## src/rtl/alu_shift_unit.sv

```systemverilog
// Shift/rotate unit for the core ALU: accepts one op via valid/ready, computes it either
// in one barrel step or by iterative 4/1-bit stepping, and holds the result until consumed.
module alu_shift_unit #(
  parameter int XLEN            = 32,
  parameter int BARREL_SHIFTER  = 0,
  parameter int TWO_STAGE_SHIFT = 1,
  parameter int ENABLE_ROTATE   = 1,
  localparam int SHW            = $clog2(XLEN)
) (
  input  logic            clk,
  input  logic            reset,
  input  logic            flush,
  input  logic            in_valid,
  output logic            in_ready,
  input  logic [1:0]      in_op,
  input  logic [XLEN-1:0] in_data,
  input  logic [SHW-1:0]  in_shamt,
  output logic            out_valid,
  input  logic            out_ready,
  output logic [XLEN-1:0] out_data,
  output logic            busy
);

  typedef enum logic [1:0] {
    ST_IDLE  = 2'b00,
    ST_SHIFT = 2'b01,
    ST_DONE  = 2'b10
  } state_t;

  localparam logic [1:0]     OP_SLL   = 2'b00;
  localparam logic [1:0]     OP_SRL   = 2'b01;
  localparam logic [1:0]     OP_SRA   = 2'b10;
  localparam logic [1:0]     OP_ROR   = 2'b11;
  localparam logic [SHW-1:0] CNT_ZERO = {SHW{1'b0}};
  localparam logic [SHW-1:0] CNT_ONE  = SHW'(1'b1);
  localparam logic [SHW-1:0] CNT_FOUR = SHW'(3'd4);
  localparam logic [SHW:0]   XLEN_W   = (SHW+1)'(XLEN);
  localparam bit             USE_BARREL = (BARREL_SHIFTER != 32'sd0);
  localparam bit             USE_FOUR   = (TWO_STAGE_SHIFT != 32'sd0);
  localparam bit             USE_ROT    = (ENABLE_ROTATE != 32'sd0);

  // One-shot shift by an arbitrary amount; rotate is the OR of the two complementary shifts.
  function automatic logic [XLEN-1:0] shift_full(input logic [1:0] op,
                                                 input logic [XLEN-1:0] d,
                                                 input logic [SHW-1:0] amt);
    logic [SHW:0] lamt;
    lamt = XLEN_W - {1'b0, amt};
    case (op)
      OP_SLL:  shift_full = d << amt;
      OP_SRL:  shift_full = d >> amt;
      OP_SRA:  shift_full = $unsigned($signed(d) >>> amt);
      OP_ROR:  shift_full = (d >> amt) | (d << lamt);
      default: shift_full = d;
    endcase
  endfunction

  // Fixed-distance step of 4 or 1 bits; SRA replicates the sign bit, which never changes.
  function automatic logic [XLEN-1:0] shift_step(input logic [1:0] op,
                                                 input logic [XLEN-1:0] d,
                                                 input logic four);
    case (op)
      OP_SLL:  shift_step = four ? {d[XLEN-5:0], 4'b0000} : {d[XLEN-2:0], 1'b0};
      OP_SRL:  shift_step = four ? {4'b0000, d[XLEN-1:4]} : {1'b0, d[XLEN-1:1]};
      OP_SRA:  shift_step = four ? {{4{d[XLEN-1]}}, d[XLEN-1:4]} : {d[XLEN-1], d[XLEN-1:1]};
      OP_ROR:  shift_step = four ? {d[3:0], d[XLEN-1:4]} : {d[0], d[XLEN-1:1]};
      default: shift_step = d;
    endcase
  endfunction

  state_t          state_r, state_s;
  logic [1:0]      op_r, op_s, eff_op_s;
  logic [XLEN-1:0] data_r, data_s, step_data_s;
  logic [SHW-1:0]  cnt_r, cnt_s, step_k_s, cnt_dec_s;
  logic [XLEN-1:0] out_data_r, out_data_s;
  logic            out_valid_r, busy_r;
  logic            in_ready_s, accept_s, step_four_s;

  // Acceptance, step sizing and next-state / next-datapath selection.
  always_comb begin
    state_s     = state_r;
    op_s        = op_r;
    data_s      = data_r;
    cnt_s       = cnt_r;
    out_data_s  = out_data_r;
    in_ready_s  = ~flush & ((state_r == ST_IDLE) | ((state_r == ST_DONE) & out_ready));
    accept_s    = in_valid & in_ready_s;
    eff_op_s    = (!USE_ROT && (in_op == OP_ROR)) ? OP_SRL : in_op;
    step_four_s = USE_FOUR && (cnt_r >= CNT_FOUR);
    step_k_s    = step_four_s ? CNT_FOUR : CNT_ONE;
    step_data_s = shift_step(op_r, data_r, step_four_s);
    cnt_dec_s   = cnt_r - step_k_s;

    if (flush) begin
      state_s = ST_IDLE;
      cnt_s   = CNT_ZERO;
    end else if (accept_s) begin
      op_s   = eff_op_s;
      data_s = in_data;
      if (USE_BARREL || (in_shamt == CNT_ZERO)) begin
        state_s    = ST_DONE;
        cnt_s      = CNT_ZERO;
        out_data_s = USE_BARREL ? shift_full(eff_op_s, in_data, in_shamt) : in_data;
      end else begin
        state_s = ST_SHIFT;
        cnt_s   = in_shamt;
      end
    end else begin
      case (state_r)
        ST_IDLE: begin
          state_s = ST_IDLE;
        end
        ST_SHIFT: begin
          data_s = step_data_s;
          cnt_s  = cnt_dec_s;
          if (cnt_dec_s == CNT_ZERO) begin
            state_s    = ST_DONE;
            out_data_s = step_data_s;
          end else begin
            state_s = ST_SHIFT;
          end
        end
        ST_DONE: begin
          if (out_ready) begin
            state_s = ST_IDLE;
          end else begin
            state_s = ST_DONE;
          end
        end
        default: begin
          state_s = ST_IDLE;
          cnt_s   = CNT_ZERO;
        end
      endcase
    end
  end

  // State, datapath and registered status outputs; reset also clears the held result.
  always_ff @(posedge clk) begin
    if (reset) begin
      state_r     <= ST_IDLE;
      op_r        <= OP_SLL;
      data_r      <= {XLEN{1'b0}};
      cnt_r       <= CNT_ZERO;
      out_data_r  <= {XLEN{1'b0}};
      out_valid_r <= 1'b0;
      busy_r      <= 1'b0;
    end else begin
      state_r     <= state_s;
      op_r        <= op_s;
      data_r      <= data_s;
      cnt_r       <= cnt_s;
      out_data_r  <= out_data_s;
      out_valid_r <= (state_s == ST_DONE);
      busy_r      <= (state_s != ST_IDLE);
    end
  end

  assign in_ready  = in_ready_s;
  assign out_valid = out_valid_r;
  assign out_data  = out_data_r;
  assign busy      = busy_r;

endmodule
```

## config.mk

```make
export PLATFORM = sky130hd
export DESIGN_NAME = alu_shift_unit
export DESIGN_NICKNAME = d
export VERILOG_FILES = /design/src/rtl/alu_shift_unit.sv
export SDC_FILE = /design/constraint.sdc
export NUM_CORES = 1
export LEC_CHECK = 0
export CAP_MARGIN = 25
export CORE_AREA = 2 2 116 118
export CTS_CLUSTER_DIAMETER = 100
export CTS_CLUSTER_SIZE = 14
export DETAILED_ROUTE_END_ITERATION = 10
export DIE_AREA = 0 0 118 120
export PLACE_DENSITY = 0.57
export SETUP_SLACK_MARGIN = 0.4
export SLEW_MARGIN = 10
export SYNTH_ARGS = -nofsm -noshare
export SYNTH_HDL_FRONTEND = slang
export SYNTH_SLANG_ARGS = --single-unit
```

## constraint.sdc

```tcl
create_clock -name clk -period 3.2 [get_ports clk]
set_input_delay 0.8 -clock clk [delete_from_list [all_inputs] [get_ports clk]]
set_output_delay 0.8 -clock clk [all_outputs]
set_load 0.1 [all_outputs]
```

# [Word-level counts from Yosys, hierarchy flattened]
# Cells that the tools add are included.
[classes] addsub=1 magnitude_cmp=1 n_eq_ne=8 muxes=21 bitwise_logic=5 reduce_logical=12
[op_table] op="32-bit 2-to-1 mux" count=8
[op_table] op="32-bit case mux with 4 select lines" count=1
[op_table] op="31-bit 2-to-1 mux" count=1
[op_table] op="30-bit 2-to-1 mux" count=1
[op_table] op="5-bit zero test" count=2
[op_table] op="2-bit 2-to-1 mux" count=5
[op_table] op="5-bit 2-to-1 mux" count=2
[op_table] op="5-bit case mux with 2 select lines" count=1
[op_table] op="2-bit == test (second input constant)" count=4
[op_table] op="2-bit nonzero test" count=3
[op_table] op="5-bit by 3-bit >= comparator with 1-bit output (second input constant)" count=1
[op_table] op="5-bit by 3-bit subtractor with 5-bit output" count=1
[op_table] op="2-bit by 1-bit == test with 1-bit output (second input constant)" count=2
[op_table] op="2-bit zero test" count=2
[op_table] op="2-bit by 1-bit inequality test with 1-bit output (second input constant)" count=2
[op_table] op="2-bit case mux with 2 select lines" count=1
[op_table] op="2-bit AND reduction" count=2
[op_table] op="4-bit AND reduction" count=1
[op_table] op="2-bit OR reduction" count=2
[op_table] op="1-bit bitwise AND" count=3
[op_table] op="3-bit 2-to-1 mux" count=1
[op_table] op="1-bit inverter" count=1
[op_table] op="1-bit OR" count=1
[totals] regBits=75 input_bits=44 output_inout_bits=35 word_cells=55

# [Depth between registers and ports, before layout]
# Gate-level depths: netlist of the first run.
[depth] depth_word=9 depth_mapped=13 depth_no_buf=9

# [Worst setup path before layout of the first run]
# No wires, ideal clock.
[synth_path] kind="input port to output port" start="in out_ready" end="out in_ready" t_arrival_ns=2.421 required_time_ns=2.400 path_slack_ns=-0.021 path_stages=3 n_path_buf=1 path_cell_list="a21o_1 > buf_2 > nor2b_1"
[synth_via] elab_chain_cells=3
[synth_lines] item="start, declared" line_no="19" rtl="input logic out_ready,"
[synth_lines] item="1-bit bitwise AND" line_no="85" rtl="in_ready_s = ~flush & ((state_r == ST_IDLE) | ((state_r == ST_DONE) & out_ready));"
[synth_lines] item="1-bit OR" line_no="85"
[synth_lines] item="1-bit bitwise AND" line_no="85"
[synth_lines] item="end, declared" line_no="14" rtl="output logic in_ready,"
# No other way between the ends.

# [Worst setup path after layout of the first run]
# Same ends and word-level chain as after synthesis.

==> metrics.txt, run 1 <==
TritonRoute pass-1 iters 5; PortBufs 78; most common cell after layout, fill and taps aside dfxtp_1; vias in the first global route 3,768; R2R depth 10; Clk Latency, worst-skew pair 0.34 ns; met1 Use GR ~22%; fin nets 566; Critical Path Start out_ready; TritonCTS clock tree built; CTS Buf Count 9; fmax ~370 MHz; crit path kind input port to output pin; worst flop-to-flop path startpoint cnt_r[2]; WP data required about 2.4 ns; drt wl/cell 17.12 microns; initial antenna violation count 0; biggest cell delay along the critical path roughly 0.47 ns; Post-synth EDFFs 0; post-synth cell types 56; most frequent cells in the layout dfxtp_1 (75), nor2_1 (69), buf_4 (45); Main synth FF type dfxtp_1; GRT Total Usage about 17%; synthesized area per cell 9.381 sq um; clock root cell clkbuf_16; Post-synth ARST share 0%; setup TNS 0 ns; CP Max Fanout 9; grt ovf 0; Final setup viols 0; busiest grt layer met2; Hold WC Path Type flop to flop; Critical path buffers and inverters 2; Levels on crit path 4; post-synth design cell area 4278 sq um; synth warn 0; Final min period roughly 2.7 ns; Slew @ Worst Pin about 0.86 ns; met2 Track Usage GR 28.27%; sequential area share after synthesis a little over a third; die area between 10,000 and 15,000 sq um; layout cell share with drive strength beyond 1 between 20 and 25%; unrepaired setup endpoints after global routing no; vias per cell around 5.5; die height approximately 120 microns; core region area roughly 13,000 sq um; outcome finished, final reports clean; worst r2r dst out_data[12]; kind of end point of the critical path output pin; drt drc 0; Data arrival, critical path 1.91 ns; syn_nets about 510; largest net degree at the start of global routing 60; Initial Util around a third; clk slew on worst S/H paths approximately 0.05 ns; routed vias roughly 3,800; Initial DRC Count 298; Die Width around 120 microns; CP startpoint kind input port; Critical Path Sink in_ready; Sink Count 75; Tcrit/Tclk final approximately 85%; Max-Cap Viols 0; Max IR drop VDD about 220 uV; Slew Limit Fails 0; first-pass GRT wire length between 15 and 20 mm; Max H-tree Level 3; Layout Utilization 42.08%; RePlAce Congestion approximately 0.84; Clock Tree Buf Depth 2; num rows between 40 and 50; cells after synthesis 456; P per Cell Area roughly 460 nW/um^2; Relative slew margins 42.19%; setup slack, reg-to-reg 0.54 ns; Slowest cell on crit path clkdlybuf4s50_1; Routed Antenna Nets 0; final WL 11.93 mm; CP Cell Sequence clkdlybuf4s50_1, a21o_2, nor2b_2, buf_12; Layout area overhead 27.67%; Top Ports 79; Final Hold Fails 0; met3 usage 5.466%; CP delay by family, top buffers and inverters; HPWL Detailed approximately 8.3 mm; leakage 2.031 nW; ant diodes 0; Setup Skew approximately 0.011 ns; FF+latch count, synth between 70 and 80
power by group:
group	internal [mW]	switching, mW
combinational	0.208	0.244
clock	0.633	0.423
sequential	0.970	0.0490
total	1.81	0.716
cells by family (layout without fill, tap and decap cells):
| kind of cell | after synthesis | count (layout) | share of synthesized area [%] |
|---|---|---|---|
| AND/OR/NAND/NOR | 140 | 140 | 14.36 |
| AO/OA/AOI/OAI | 134 | 134 | 25.10 |
| flip-flops | 75 | 75 | 35.10 |
| buffers and inverters | 52 | 117 | 6.961 |
| multiplexers | 48 | 48 | 16.53 |
| adder cells (fa/ha/maj) | 6 | 6 | 1.755 |
| XOR/XNOR | 1 | 1 | 0.2048 |
worst min-delay path by stage:
stage | startpoint | end | slack [ns] | depth (start not counted)
after floorplan | data_r[31] | data_r[31] | 0.46 | 2
after global placement | out_data[2] | out_data[2] | 0.45 | 2
after detailed placement | out_data[2] | out_data[2] | 0.46 | 2
after CTS | out_data[2] | out_data[2] | 0.47 | 2
after global routing | out_data[1] | out_data[1] | 0.49 | 2
final | out_data[2] | out_data[2] | 0.46 | 2
routing by layer:
metal	wire length (microns)	up-vias
li1	-	1844
met1	5340	1865
met2	5789	118
met3	693	11
met4	107	0
met5	0	-
worst min-delay path: stages, from the launching register on:
cell     delay (ns)
dfxtp_1        0.31
nand2_1        0.05
mux2i_1        0.05
metrics by stage:
| stage | instances | power [mW] | instance area (sq um) | hold slack (ns) | setup WS [ns] |
|---|---|---|---|---|---|
| after floorplan | 456 | 1.345 | 4280 | 0.4582 | 0.4289 |
| after CTS | 695 | 2.543 | 5388 | 0.4706 | 0.4052 |
| final | 697 | 2.527 | 5461 | 0.4604 | 0.4950 |
| after detailed placement | 678 | 1.482 | 5069 | 0.4619 | 0.3917 |
| after global placement | 678 | 1.475 | 5069 | 0.4504 | 0.4161 |
| after global routing | 697 | 2.638 | 5461 | 0.4876 | 0.3613 |
Yosys cell counts (3+ instances only):
master    count  share of area (%)
mux4_2        9                4.7
o21ai_0      10                1.2
nand3_1       4               0.47
a221oi_2     12                4.2
o211ai_1      5               0.88
dfxtp_1      75                 35
buf_2        19                2.2
a221oi_1     21                4.3
buf_4         3               0.53
mux2i_1      32                7.5
ha_1          6                1.8
buf_6         3               0.79
a32oi_1       3               0.61
clkbuf_1     15                1.3
a211oi_1     27                4.7
mux4_1        7                4.3
nand2_1      37                3.2
a22oi_1       4               0.70
and3_1        3               0.44
or2_2         4               0.58
nor2_1       70                6.1
a22o_1        3               0.61
nand2b_1      5               0.73
a21o_1        3               0.53
a211oi_2      4                1.2
nor2b_1       3               0.44
a21oi_1      25                2.9
a31oi_1       4               0.58
inv_1         8               0.70
sequential cells by signal (all words and copies together) (netlist names):
| signal | cells |
|---|---|
| out_data | 32 |
| data_r | 32 |
| out_valid | 1 |
| cnt_r | 5 |
| state_r | 2 |
| busy | 1 |
| op_r | 2 |
layout make-up:
class                   instances  area, sq um
multi-input cells             329         2545
repair buffers                 92        838.3
flip-flops and latches         75         1501
clock inverters                 6        71.32
clock buffers                  10        239.0
fillers                      1290         7518
well taps                     176        220.2
inverters                       9        46.29
what timing repair did:
item                                    in CTS  in global routing
gates resized for setup                      1                 11
hold buffers                                 0                  0
endpoints found under the setup margin       5                 34
setup buffers                                1                  2
pin swaps                                    1                  2
No activity file was read; power rests on OpenSTA's default activity.
==> inputs of run 2 (changes only) <==
--- a/config.mk
+++ b/config.mk
@@ -11,7 +11,7 @@
 export CTS_CLUSTER_SIZE = 14
 export DETAILED_ROUTE_END_ITERATION = 10
 export DIE_AREA = 0 0 118 120
-export PLACE_DENSITY = 0.57
+export PLACE_DENSITY = 0.59
 export SETUP_SLACK_MARGIN = 0.4
 export SLEW_MARGIN = 10
 export SYNTH_ARGS = -nofsm -noshare
==> constraint.sdc (replaced) <==
create_clock -name clk -period 2.3 [get_ports clk]
set_input_delay 0.575 -clock clk [delete_from_list [all_inputs] [get_ports clk]]
set_output_delay 0.575 -clock clk [all_outputs]
set_load 0.1 [all_outputs]
==> metrics.txt, run 2 (synthesized netlist as in run 1, its figures left out) <==
Slowest cell on crit path or3_4; most frequent cells in the layout buf_4 (78), dfxtp_1 (70), nor2_1 (67); met3 usage 3.660%; Initial DRC Count ~280; fin nets between 600 and 700; Reg power frac a little under two fifths; vias per cell 5.456; CP delay by family, top simple AND/OR/NAND/NOR gates; initial antenna violation count 0; Sw Ratio 28.18%; Max IR drop VDD between 300 and 400 uV; first-pass GRT wire length 21.27 mm; CP Max Fanout 3; CP Cell Sequence or3_4, clkinv_8, ha_4, ha_4, xor2_4, and3_4, nand3_4, buf_4, or3_4, a31oi_4; largest net degree at the start of global routing 34; num rows 42; Hold WC Path Type flop to flop; Top Ports around 80; worst flop-to-flop path startpoint cnt_r[2]; Final setup viols 34; Final Hold Fails 0; Sink Count 75; TritonRoute pass-1 iters 4; busiest grt layer met2; Relative slew margins about two thirds; crit path kind flop to flop; die area between 10,000 and 15,000 sq um; Layout area overhead 57.41%; fillcell total 1,151; # placed instances 706; Critical path buffers and inverters 2; failing checks setup timing; Routed Antenna Nets 0; design area between 6000 and 7000 sq um; Critical Path Start cnt_r[2]; TritonCTS clock tree built; Max H-tree Level 3; vias in the first global route 4,055; kind of end point of the critical path flop; Tcrit/Tclk final 107.0%; internal power 2.738 mW; CTS Buf Count 9; Slew Limit Fails 0; leakage 2.378 nW; most common cell after layout, fill and taps aside buf_4; Levels on crit path 10; RePlAce Congestion around 0.83; drt drc 0; grt ovf 0; drt wl/cell 17.81 microns; layout cell share with drive strength beyond 1 approximately 44%; Max-Cap Viols 0; Final min period between 2 and 2.5 ns; Clk pwr share a little under two fifths; Data arrival, critical path between 2 and 3 ns; Clk Latency, worst-skew pair 0.34 ns; setup slack, reg-to-reg -0.16 ns; Initial Util about a third; met2 Track Usage GR about 31%; clock root cell clkbuf_16; WP data required roughly 2.6 ns; core region area between 10,000 and 15,000 sq um; CP startpoint kind flop; P per Cell Area ~570 nW/um^2; clk slew on worst S/H paths around 0.06 ns; PortBufs slightly below 80; routed vias a little over 4,000; Slew @ Worst Pin roughly 0.49 ns; Setup Skew between 0.003 and 0.004 ns; Comb power frac ~26%; Layout Utilization 51.88%; fmax ~400 MHz; biggest cell delay along the critical path 0.40 ns; FF/Latch Area around 1500 sq um; worst r2r dst out_valid; setup TNS -2.895 ns; Clock Tree Buf Depth 2; GRT Total Usage between 10% and 20%; R2R depth 10; HPWL Detailed just over 9 mm; placed inst area between 5000 and 6000 sq um; outcome finished with violations; Multi-input gate area about 3100 sq um; Critical Path Sink out_valid; die height 120 microns; Total Power ~3.8 mW; P_sw about 1.1 mW; fin cells 754; unrepaired setup endpoints after global routing yes; final worst slack -0.1603 ns; Die Width about 120 microns; final WL 13.43 mm; met1 Use GR between 20% and 30%; ant diodes 0; hold_buf cts 0
[run 2: worst min-delay path by stage]
stage                  from           end  slack (ns)  depth (start not counted)
4_1_cts         out_data[1]   out_data[1]        0.47                          2
3_3_place_gp    out_data[2]   out_data[2]        0.45                          2
5_1_grt         out_data[1]   out_data[1]        0.48                          2
3_5_place_dp    out_data[2]   out_data[2]        0.45                          2
2_1_floorplan    data_r[31]    data_r[31]        0.46                          2
6_report       out_data[31]  out_data[31]        0.46                          2
[run 2: through the flow]
| stage | hold slack (ns) | worst slack (ns) |
|---|---|---|
| after floorplan | 0.4582 | -0.3245 |
| after global placement | 0.4478 | -0.09346 |
| after detailed placement | 0.4493 | -0.1897 |
| after CTS | 0.4673 | -0.08268 |
| after global routing | 0.4773 | -0.2033 |
| final | 0.4639 | -0.1603 |
[run 2: area by class of cell]
cell class,instances,share of cell area (%)
Multi-Input combinational cell,329,46.32
Timing Repair Buffer,150,22.80
Sequential cell,75,22.46
Clock buffer,13,3.865
Tap cell,176,3.270
Inverter,9,0.7618
Clock inverter,2,0.5203
[run 2: worst register-to-register path, cell delays in order, from the launching register on]
cell      delay, ns
dfxtp_4        0.34
or3_4          0.40
clkinv_8       0.07
ha_4           0.14
ha_4           0.18
xor2_4         0.18
and3_4         0.21
nand3_4        0.09
buf_4          0.16
or3_4          0.40
a31oi_4        0.20
[run 2: repair_timing]
| action | 4_1_cts | 5_1_grt |
|---|---|---|
| endpoints found under the setup margin | 69 | 72 |
| hold endpoints to repair | 0 | 0 |
| cloned | 3 | 0 |
| resized for setup | 83 | 45 |
| pin swaps | 48 | 17 |
| setup buffers | 14 | 16 |
[run 2: power groups by stage]
| stage | clock network [mW] | logic, mW | registers, mW |
|---|---|---|---|
| 6_report | 1.43 | 0.975 | 1.41 |
| 5_1_grt | 1.50 | 1.04 | 1.42 |
| 4_1_cts | 1.46 | 0.862 | 1.41 |
| 3_5_place_dp | 0 | 0.720 | 1.43 |
| 3_3_place_gp | 0 | 0.711 | 1.43 |
| 2_1_floorplan | 0 | 0.452 | 1.44 |
[run 2: per-layer routing]
layer / part of all wire [%] / routed length, microns
met1: 43 / 5768
met2: 49 / 6561
met3: 5.7 / 771
met4: 2.4 / 325
met5: 0 / 0
